==> config.mk <==
export PLATFORM = sky130hd
export DESIGN_NAME = mult_div_unit_flat
export DESIGN_NICKNAME = d
export VERILOG_FILES = /design/src/rtl/mdu_pkg.sv /design/src/rtl/mdu_if.sv /design/src/rtl/mdu_sign_fix.sv /design/src/rtl/mult_div_unit.sv /design/src/flat_wrapper.sv
export SDC_FILE = /design/constraint.sdc
export NUM_CORES = 1
export LEC_CHECK = 0
export BUFFER_PORTS_ARGS = -buffer_cell sky130_fd_sc_hd__buf_2
export CAP_MARGIN = 10
export CELL_PAD_IN_SITES_DETAIL_PLACEMENT = 1
export CELL_PAD_IN_SITES_GLOBAL_PLACEMENT = 1
export CORE_ASPECT_RATIO = 1.1
export CORE_MARGIN = 1.5
export CORE_UTILIZATION = 50
export CTS_CLUSTER_SIZE = 24
export DETAILED_ROUTE_END_ITERATION = 12
export PLACE_DENSITY_LB_ADDON = 0.1
export SYNTH_ARGS = -nofsm -noshare
export SYNTH_HDL_FRONTEND = slang
export SYNTH_SLANG_ARGS = --single-unit
==> constraint.sdc <==
create_clock -name clk -period 13.5 [get_ports clk]
set_input_delay 1.35 -clock clk [delete_from_list [all_inputs] [get_ports clk]]
set_output_delay 1.35 -clock clk [all_outputs]
set_load 0.05 [all_outputs]
==> src/rtl/mdu_pkg.sv <==
// Shared encodings for the iterative multiply/divide unit.
package mdu_pkg;

    // Operation encodings: bit 1 selects divide, bit 0 selects unsigned.
    localparam logic [1:0] OP_MULT  = 2'b00;
    localparam logic [1:0] OP_MULTU = 2'b01;
    localparam logic [1:0] OP_DIV   = 2'b10;
    localparam logic [1:0] OP_DIVU  = 2'b11;

    typedef enum logic [1:0] {
        S_IDLE = 2'd0,
        S_CALC = 2'd1,
        S_DONE = 2'd2
    } state_t;

    // Counter width for a given operand width.
    function automatic int iter_w(input int width);
        return $clog2(width) + 1;
    endfunction

    localparam int ITER_W = $clog2(32) + 1;

endpackage

==> src/rtl/mdu_if.sv <==
// Request/result bundle between the EX stage and the multiply/divide unit.
// Handshake: start/op/a/b are sampled only while the unit is idle (busy=0);
// start during busy is dropped. hiloWrite is a one-cycle strobe and the only
// qualifier for hiOut/loOut. cancel aborts an operation in flight.
interface mdu_if #(
    parameter int WIDTH = 32
);
    logic             start;
    logic [1:0]       op;
    logic [WIDTH-1:0] a;
    logic [WIDTH-1:0] b;
    logic             cancel;
    logic             busy;
    logic [WIDTH-1:0] hiOut;
    logic [WIDTH-1:0] loOut;
    logic             hiloWrite;

    modport master (
        output start, op, a, b, cancel,
        input  busy, hiOut, loOut, hiloWrite
    );

    modport slave (
        input  start, op, a, b, cancel,
        output busy, hiOut, loOut, hiloWrite
    );
endinterface

==> src/rtl/mdu_sign_fix.sv <==
// Converts the magnitude result of the shared datapath into signed hi/lo words.
module mdu_sign_fix
    import mdu_pkg::*;
#(
    parameter int WIDTH = 32
) (
    input  logic [2*WIDTH-1:0] raw,
    input  logic [1:0]         op,
    input  logic               sa,
    input  logic               sb,
    output logic [WIDTH-1:0]   hi,
    output logic [WIDTH-1:0]   lo
);

    logic [2*WIDTH-1:0] prod;
    logic [WIDTH-1:0]   quot;
    logic [WIDTH-1:0]   rem;
    logic               is_signed;

    // Multiply negates the full product; divide negates quotient and remainder separately.
    always_comb begin
        prod      = raw;
        quot      = raw[WIDTH-1:0];
        rem       = raw[2*WIDTH-1:WIDTH];
        is_signed = ~op[0];
        hi        = '0;
        lo        = '0;
        if (op[1]) begin
            lo = (is_signed && (sa ^ sb)) ? -quot : quot;
            hi = (is_signed && sa) ? -rem : rem;
        end else begin
            if (is_signed && (sa ^ sb)) begin
                prod = -raw;
            end
            hi = prod[2*WIDTH-1:WIDTH];
            lo = prod[WIDTH-1:0];
        end
    end

endmodule

==> src/rtl/mult_div_unit.sv <==
// Radix-2 iterative MULT/MULTU/DIV/DIVU engine feeding the HI/LO register pair.
module mult_div_unit
    import mdu_pkg::*;
#(
    parameter int WIDTH = 32,
    parameter int ITER  = WIDTH
) (
    input  logic   clk,
    input  logic   rst,
    mdu_if.slave   io,
    output state_t dbg_state
);

    localparam int            CW   = iter_w(WIDTH);
    localparam logic [CW-1:0] LAST = CW'(ITER - 1);

    state_t             state, state_next;
    logic [CW-1:0]      count;
    logic [1:0]         op_q;
    logic               sa, sb, div_zero;
    logic [WIDTH-1:0]   a_q;
    logic [WIDTH-1:0]   opnd;
    logic [2*WIDTH:0]   acc, acc_next;
    logic [WIDTH-1:0]   hi_q, lo_q;
    logic [WIDTH-1:0]   fix_hi, fix_lo;
    logic [WIDTH:0]     sum, rem_sh, diff;
    logic               launch, finish;
    logic               in_signed, in_sa, in_sb;
    logic [WIDTH-1:0]   in_abs_a, in_abs_b;

    assign launch    = (state == S_IDLE) && io.start && !io.cancel;
    assign finish    = (state == S_CALC) && !io.cancel && (count == LAST);
    assign in_signed = ~io.op[0];
    assign in_sa     = in_signed & io.a[WIDTH-1];
    assign in_sb     = in_signed & io.b[WIDTH-1];
    assign in_abs_a  = in_sa ? -io.a : io.a;
    assign in_abs_b  = in_sb ? -io.b : io.b;

    assign io.busy      = (state != S_IDLE);
    assign io.hiloWrite = (state == S_DONE) && !io.cancel;
    assign io.hiOut     = hi_q;
    assign io.loOut     = lo_q;
    assign dbg_state    = state;

    // State register.
    always_ff @(posedge clk or negedge rst) begin
        if (!rst) state <= S_IDLE;
        else      state <= state_next;
    end

    // Next-state logic; cancel wins over everything outside IDLE.
    always_comb begin
        state_next = state;
        case (state)
            S_IDLE:  if (launch) state_next = S_CALC;
            S_CALC:  if (io.cancel) state_next = S_IDLE;
                     else if (count == LAST) state_next = S_DONE;
            S_DONE:  state_next = S_IDLE;
            default: state_next = S_IDLE;
        endcase
    end

    // One shift-add or restoring-subtract step on the shared accumulator.
    always_comb begin
        acc_next = acc;
        sum      = '0;
        rem_sh   = '0;
        diff     = '0;
        if (op_q[1]) begin
            rem_sh = {acc[2*WIDTH-1:WIDTH], acc[WIDTH-1]};
            diff   = rem_sh - {1'b0, opnd};
            if (!diff[WIDTH]) acc_next = {1'b0, diff[WIDTH-1:0], acc[WIDTH-2:0], 1'b1};
            else              acc_next = {1'b0, rem_sh[WIDTH-1:0], acc[WIDTH-2:0], 1'b0};
        end else begin
            sum      = acc[2*WIDTH:WIDTH] + (acc[0] ? {1'b0, opnd} : {(WIDTH+1){1'b0}});
            acc_next = {1'b0, sum, acc[WIDTH-1:1]};
        end
    end

    mdu_sign_fix #(.WIDTH(WIDTH)) u_sign_fix (
        .raw (acc_next[2*WIDTH-1:0]),
        .op  (op_q),
        .sa  (sa),
        .sb  (sb),
        .hi  (fix_hi),
        .lo  (fix_lo)
    );

    // Operand latch at launch, then one iteration per CALC cycle.
    always_ff @(posedge clk or negedge rst) begin
        if (!rst) begin
            op_q     <= '0;
            sa       <= 1'b0;
            sb       <= 1'b0;
            div_zero <= 1'b0;
            a_q      <= '0;
            opnd     <= '0;
            acc      <= '0;
            count    <= '0;
        end else if (launch) begin
            op_q     <= io.op;
            sa       <= in_sa;
            sb       <= in_sb;
            div_zero <= io.op[1] && (io.b == '0);
            a_q      <= io.a;
            // Multiply keeps |a| as the addend and shifts |b| through the low half;
            // divide keeps |b| as the divisor and shifts |a| through the low half.
            opnd     <= io.op[1] ? in_abs_b : in_abs_a;
            acc      <= {{(WIDTH+1){1'b0}}, io.op[1] ? in_abs_a : in_abs_b};
            count    <= '0;
        end else if (state == S_CALC) begin
            acc      <= acc_next;
            count    <= count + 1'b1;
        end
    end

    // Result words load on the last iteration and hold until the next completion.
    always_ff @(posedge clk or negedge rst) begin
        if (!rst) begin
            hi_q <= '0;
            lo_q <= '0;
        end else if (finish) begin
            if (div_zero) begin
                hi_q <= a_q;
                lo_q <= '1;
            end else begin
                hi_q <= fix_hi;
                lo_q <= fix_lo;
            end
        end
    end

endmodule

==> src/flat_wrapper.sv <==
// flat-port wrapper written by rule: the top's interface ports become plain ports
module mult_div_unit_flat import mdu_pkg::*;
#(
    parameter int WIDTH = 32,
    parameter int ITER  = WIDTH
)
  (clk, rst, dbg_state, io_start, io_op, io_a, io_b, io_cancel, io_busy, io_hiOut, io_loOut, io_hiloWrite);
  mdu_if #(.WIDTH(WIDTH)) io_i ();
  input  logic clk;
  input  logic rst;
  output state_t dbg_state;
  input wire logic [$bits(io_i.start)-1:0] io_start;
  input wire logic [$bits(io_i.op)-1:0] io_op;
  input wire logic [$bits(io_i.a)-1:0] io_a;
  input wire logic [$bits(io_i.b)-1:0] io_b;
  input wire logic [$bits(io_i.cancel)-1:0] io_cancel;
  output wire logic [$bits(io_i.busy)-1:0] io_busy;
  output wire logic [$bits(io_i.hiOut)-1:0] io_hiOut;
  output wire logic [$bits(io_i.loOut)-1:0] io_loOut;
  output wire logic [$bits(io_i.hiloWrite)-1:0] io_hiloWrite;
  assign io_i.start = io_start;
  assign io_i.op = io_op;
  assign io_i.a = io_a;
  assign io_i.b = io_b;
  assign io_i.cancel = io_cancel;
  assign io_busy = io_i.busy;
  assign io_hiOut = io_i.hiOut;
  assign io_loOut = io_i.loOut;
  assign io_hiloWrite = io_i.hiloWrite;
  mult_div_unit #(.WIDTH(WIDTH), .ITER(ITER)) u_core (.clk(clk), .rst(rst), .io(io_i), .dbg_state(dbg_state));
endmodule
* Word level (Yosys, flattened, before mapping) *
Index checks and enable logic that the tools add are counted.

storage, ports and cells
  bits of input ports = 70
  output and inout bits = 68
  logic and storage cells = 65
  flip-flop bits (word level) = 206

cells by class
  mux-type cells = 22
  $add $sub $neg = 8
  equal/unequal tests = 5
  bitwise operators = 5
  reduce and logical (&&, ||, !) cells = 14

operators with widths
  cell                 number
  $mux 32              11
  $mux 64              3
  $mux 65              2
  $neg 32->32          4
  $neg 64->64          1
  $add 33x33->33       1
  $sub 33x32->33       1
  $logic_not 32->1     1
  $mux 6               2
  $logic_and 1x1->1    8
  $add 6x1->6 const B  1
  $eq 6x5->1 const B   1
  $mux 2               3
  $pmux 2 s2           1
  $reduce_bool 2->1    2
  $ne 3x2->1 const B   1
  $and 1x1->1          2
  $eq 2x1->1 const B   1
  $eq 2x2->1 const B   1
  $logic_not 2->1      1
  $ne 2x1->1 const B   1
  $not 1->1            2
  $reduce_and 2->1     1
  $logic_not 1->1      1
  $xor 1x1->1          1

* Depth between registers and ports, before layout *
  depth after elaboration = 7
  gate-level depth with buffers = 26
  gate-level depth less buffers = 23

* Cells and area by module *
A second synthesis with hierarchy kept.

unflattened totals
  cells, all modules = 2146
  area, all modules = 16980.0 µm²

by module, submodules not included
  module         area an instance (µm²)  cells an instance  times used  sequential area each (µm²)
  mult_div_unit  15095.7                 1845               1           5129.9
  mdu_sign_fix   1884.3                  301                1           0.0

* Worst setup path after synthesis *
No wires, ideal clock.

  path kind = register -> register
  start = register u_core.acc[31]
  end = register u_core.hi_q[26] (netlist: u_core.io.hiOut[26])
  period minus slack after synthesis = 4.829 ns
  setup time = 0.127 ns
  path buffers = 1
  cell stages (with the launch flop) = 25
  data required time = 13.373 ns
  slack = 8.671 ns
  arrival time = 4.702 ns
  cell sequence = dfrtp_1 -> inv_1 -> ha_1 -> inv_1 -> fa_1 -> a211oi_2 -> nor3_2 -> o21ai_2 -> a21boi_4 -> o31ai_1 -> nor2_1 -> a21oi_1 -> ha_1 -> o221ai_1 -> nor4_1 -> and2_1 -> clkbuf_1 -> nand2_1 -> nor2_1 -> a31oi_1 -> nor3_1 -> a21oi_1 -> o31ai_1 -> mux2i_1 -> nand3_1

between the ends
  cells in the longest elaborated chain, start to end = 7
  elaborated cells between the ends (all ways) = 9
  classes of those cells = 3 x add/sub; 6 x mux

ends and longest elaborated chain
  what                                               line                                    RTL
  start, declared                                    mult_div_unit.sv:23                     logic [2*WIDTH:0] acc, acc_next;
  start signal, assigned                             mult_div_unit.sv:109                    acc <= {{(WIDTH+1){1'b0}}, io.op[1] ? in_abs_a : in_abs_b};
  start signal, assigned                             mult_div_unit.sv:112                    acc <= acc_next;
  $sub 33x32->33                                     mult_div_unit.sv:71                     diff = rem_sh - {1'b0, opnd};
  $mux 64                                            mult_div_unit.sv:72                     if (!diff[WIDTH]) acc_next = {1'b0, diff[WIDTH-1:0], acc[WIDTH-2:0], 1'b1};
  $mux 64 (*)                                        mult_div_unit.sv:69                     if (op_q[1]) begin
  $neg 64->64 / $neg 32->32 (equally long branches)  mdu_sign_fix.sv:33, mdu_sign_fix.sv:30
  $mux 64 / $mux 32 (equally long branches)          mdu_sign_fix.sv:32, mdu_sign_fix.sv:30
  $mux 32 (*)                                        mdu_sign_fix.sv:28                      if (op[1]) begin
  $mux 32 (*)                                        mult_div_unit.sv:123                    if (div_zero) begin
  end signal, assigned                               mult_div_unit.sv:124                    hi_q <= a_q;
  end signal, assigned                               mult_div_unit.sv:127                    hi_q <= fix_hi;
  end, declared                                      mult_div_unit.sv:24                     logic [WIDTH-1:0] hi_q, lo_q;

Every way passes the cells marked *; elsewhere a longest branch is shown, timed or not.
A chain may end at the register's enable or synchronous reset.

* Worst setup path after layout *
  start = register u_core.acc[31]
  end = register u_core.hi_q[20] (netlist: u_core.io.hiOut[20])

The elaborated chain is that of the path after synthesis.

==> results.sh <==
export IMPL_finalSetupViolCount=0
export IMPL_boundaryPins=138
export IMPL_worstMarginPinSlew_ns=1.208
export IMPL_areaGrowthSynthToFinish_pct=10.02
export IMPL_ys_seq_elements=205
export IMPL_die_w_um=180.2
export IMPL_antenna_found_initial=4
export IMPL_final_nets=2444
export IMPL_max_cap_violations=0
export IMPL_htreeDepth=1
export IMPL_drt_iter0_drc=1570
export IMPL_synth_distinct_cells=102
export IMPL_final_core_util_pct=55.67
export IMPL_rsz0062_at_grt="no"
export IMPL_drive_above_1_share_pct=11.63
export IMPL_hold_viol=0
export IMPL_ir_worst_vdd_mv=0.1284
export IMPL_synth_simple_area_share_pct=23.47
export IMPL_layout_commonest_cell="nand2_1"
export IMPL_n_fill_cell=4308
export IMPL_clkLatencyLatePin_ns=0.56
export IMPL_dp_slack_ns=7.062
export IMPL_first_pass_iters=5
export IMPL_synthCells=2246
export IMPL_drc=0
export IMPL_start_util_pct=50.61
export IMPL_grt_ovfl_total=0
export IMPL_final_cell_mix="327 x nand2_1, 204 x dfrtp_1, 199 x nor2_1"
export IMPL_root_buffer="clkbuf_16"
export IMPL_busiest_layer="met2"
export IMPL_synth_compound_area_share_pct=25.56
export IMPL_synth_top_area_cell="dfrtp_1"
export IMPL_core_um2=34110
export IMPL_clkSinkCount=205
export IMPL_synth_adder_area_share_pct=5.233
export IMPL_critPathMaxFanout=8
export IMPL_grt_util_met3_pct=4.341
export IMPL_diodes=0
export IMPL_power_density_nw_per_um2=237.9
export IMPL_rows=71
export IMPL_viasPerCell=6.484
export IMPL_antenna_left=0
export IMPL_grt_max_degree=103
export IMPL_regArea_um2=5134
export IMPL_clock_skew_ns=0.01606
export IMPL_multi_input_area_um2=11350
export IMPL_use_met2_pct=66.45
export IMPL_clkTransAtPathRegs_ns=0.06
export IMPL_cts_buffer_depth=3
export IMPL_synth_ff_type="dfrtp_1"
export IMPL_synth_top_area_share_pct=29.72
export IMPL_drv_slew=0
export IMPL_syn_avg_cell_area_um2=7.686
export IMPL_hold_buffers=0
export IMPL_outcome="finished clean"
export IMPL_syn_area_um2=17260
export IMPL_grt_use_total_pct=38.95
export IMPL_cts_tree="done"
export IMPL_wl_per_cell_um=25.33
export IMPL_final_period_utilization_pct=48.93
export IMPL_fmax_ghz=0.1514
export IMPL_p_leak_nw=8.514
export IMPL_portBuffers=137
export IMPL_first_global_vias=18160
export IMPL_worstPathArrival_ns=7.10
export IMPL_cts_resized=0
export IMPL_grtUsageMet1_pct=47.91
export IMPL_endpoint_kind="flip-flop"
export IMPL_synth_area_leaders="dfrtp_1 30%, nand2_1 7.1%, o21ai_0 5.7%"
export IMPL_synth_edf_count=0
export IMPL_setup_ws_ns=6.894
export IMPL_syn_nets=2387
export IMPL_ys_seq_area_share_pct=29.72
export IMPL_grt_pass1_wl_um=107600
export IMPL_critPathLaunchType="flip-flop"
export IMPL_place_gp_congestion=1.070
export IMPL_hp_class="flip-flop to flip-flop"
export IMPL_path_class="flip-flop to flip-flop"
export IMPL_die_y_um=197.9
export IMPL_tns_ns=0
export IMPL_via_count=17890
export IMPL_yosysWarnings=0
export IMPL_dp_hpwl_um=52740
export IMPL_cts_buffers=25
export IMPL_dieArea_um2=35650
export IMPL_slew_headroom_pct=19.33
export IMPL_synthMuxAreaShare_pct=3.117
export IMPL_synthXorXnorAreaFrac_pct=8.219
export IMPL_cp_required_ns=13.99
export IMPL_finalCriticalPeriod_ns=6.606
export IMPL_async_flop_share_pct=100.0
export IMPL_routed_wirelength_um=69890
export IMPL_cts_setup_buffers=0
export IMPL_synth_top_family_by_area="compound AO/OA/AOI/OAI gates"
==> power by group <==
group | total (mW) | leakage (nW) | switching, mW | internal (mW)
logic | 2.93 | 5.44 | 1.97 | 0.959
clock network | 0.695 | 0.407 | 0.289 | 0.406
registers | 0.892 | 2.67 | 0.150 | 0.742
==> metal layers <==
metal / vias to the layer above / part of all wire [%] / wire (µm)
met5: - / 0.039 / 27
met4: 4 / 6.4 / 4469
met2: 657 / 48 / 33300
li1: 8149 / - / -
met3: 212 / 5.2 / 3624
met1: 8867 / 41 / 28470
==> final timing paths <==
kind / slack (ns) / end / cells after the start / start
min reg2reg: 0.48 / u_core.a_q[15] / 2 / u_core.a_q[15]
max: 6.89 / u_core.io.hiOut[20] / 23 / u_core.acc[31]
max reg2reg: 6.89 / u_core.io.hiOut[20] / 23 / u_core.acc[31]
min: 0.48 / u_core.a_q[15] / 2 / u_core.a_q[15]
min in group asynchronous: 0.80 / u_core.opnd[9] / 1 / rst
max in group asynchronous: 11.22 / u_core.a_q[5] / 2 / rst
==> sequential cells by signal, indices dropped and copies added (netlist names), 2 cells and up <==
| register | flops |
|---|---|
| u_core.io.hiOut | 32 |
| u_core.dbg_state | 2 |
| u_core.a_q | 32 |
| u_core.opnd | 32 |
| u_core.op_q | 2 |
| u_core.io.loOut | 32 |
| u_core.acc | 64 |
| u_core.count | 6 |
==> synth_stat cells (all sizes together), types with 6 or more instances <==
library cell,instances
nor4b,6
buf,45
and2,44
dfrtp,205
a21o,30
xnor2,86
nor3b,9
inv,68
or3,21
xor2,76
nand2,327
o21ai,217
clkbuf,86
o21a,20
o41ai,7
o221ai,6
mux2i,47
nor2b,17
and3,18
nand3,83
mux2,6
nor4,19
a211oi,25
a21oi,199
a2111oi,6
a311oi,6
o31ai,22
o22ai,10
nand4,23
o211ai,46
a31oi,41
nand2b,15
or4,7
ha,69
o21bai,10
nor3,53
nor2,201
==> worst max-delay path, cell delays in order, from the launching register on <==
cell and delay, ns:
dfrtp_1 0.46, inv_1 0.09, ha_1 0.16, inv_1 0.06, fa_1 0.45, a211oi_2 0.26, nor3_2 0.08, o21ai_2 0.38
a21boi_4 0.16, o31ai_1 0.74, nor2_1 0.36, a21oi_1 0.33, ha_1 0.30, o221ai_1 0.25, nor4_1 0.30, nand2_1 0.15
nor3_1 0.18, o21ai_0 0.14, a2111oi_2 0.71, nand2_1 0.23, o31ai_1 0.36, xnor2_1 0.17, nand2_1 0.08, nand3_1 0.14
==> cells by family (layout without fill, tap and decap cells) <==
family	count (synthesis)	after routing
compound gates	695	695
fa+ha+maj	71	71
simple gates	860	860
buf+inv	200	275
flops	205	205
xor+xnor	162	162
mux	53	53
==> stage by stage <==
stage | power, mW | instance area (µm²) | instances | hold WS, ns
2_1_floorplan | 2.845 | 17260 | 2246 | 0.4379
3_3_place_gp | 3.645 | 18170 | 2714 | 0.4517
3_5_place_dp | 3.722 | 18170 | 2714 | 0.4621
4_1_cts | 4.447 | 18990 | 2759 | 0.4770
5_1_grt | 4.751 | 18990 | 2759 | 0.4965
6_report | 4.518 | 18990 | 2759 | 0.4770
==> area by class of cell <==
| type | instances | area share, % |
|---|---|---|
| clock buffer | 35 | 3.755 |
| clock inverter | 10 | 0.5797 |
| inverter | 69 | 1.364 |
| timing repair buffer | 161 | 4.612 |
| sequential | 205 | 27.03 |
| multi-input combinational | 1841 | 59.77 |
| tap | 438 | 2.886 |
Note: power is estimated with default switching activity, not from simulation.
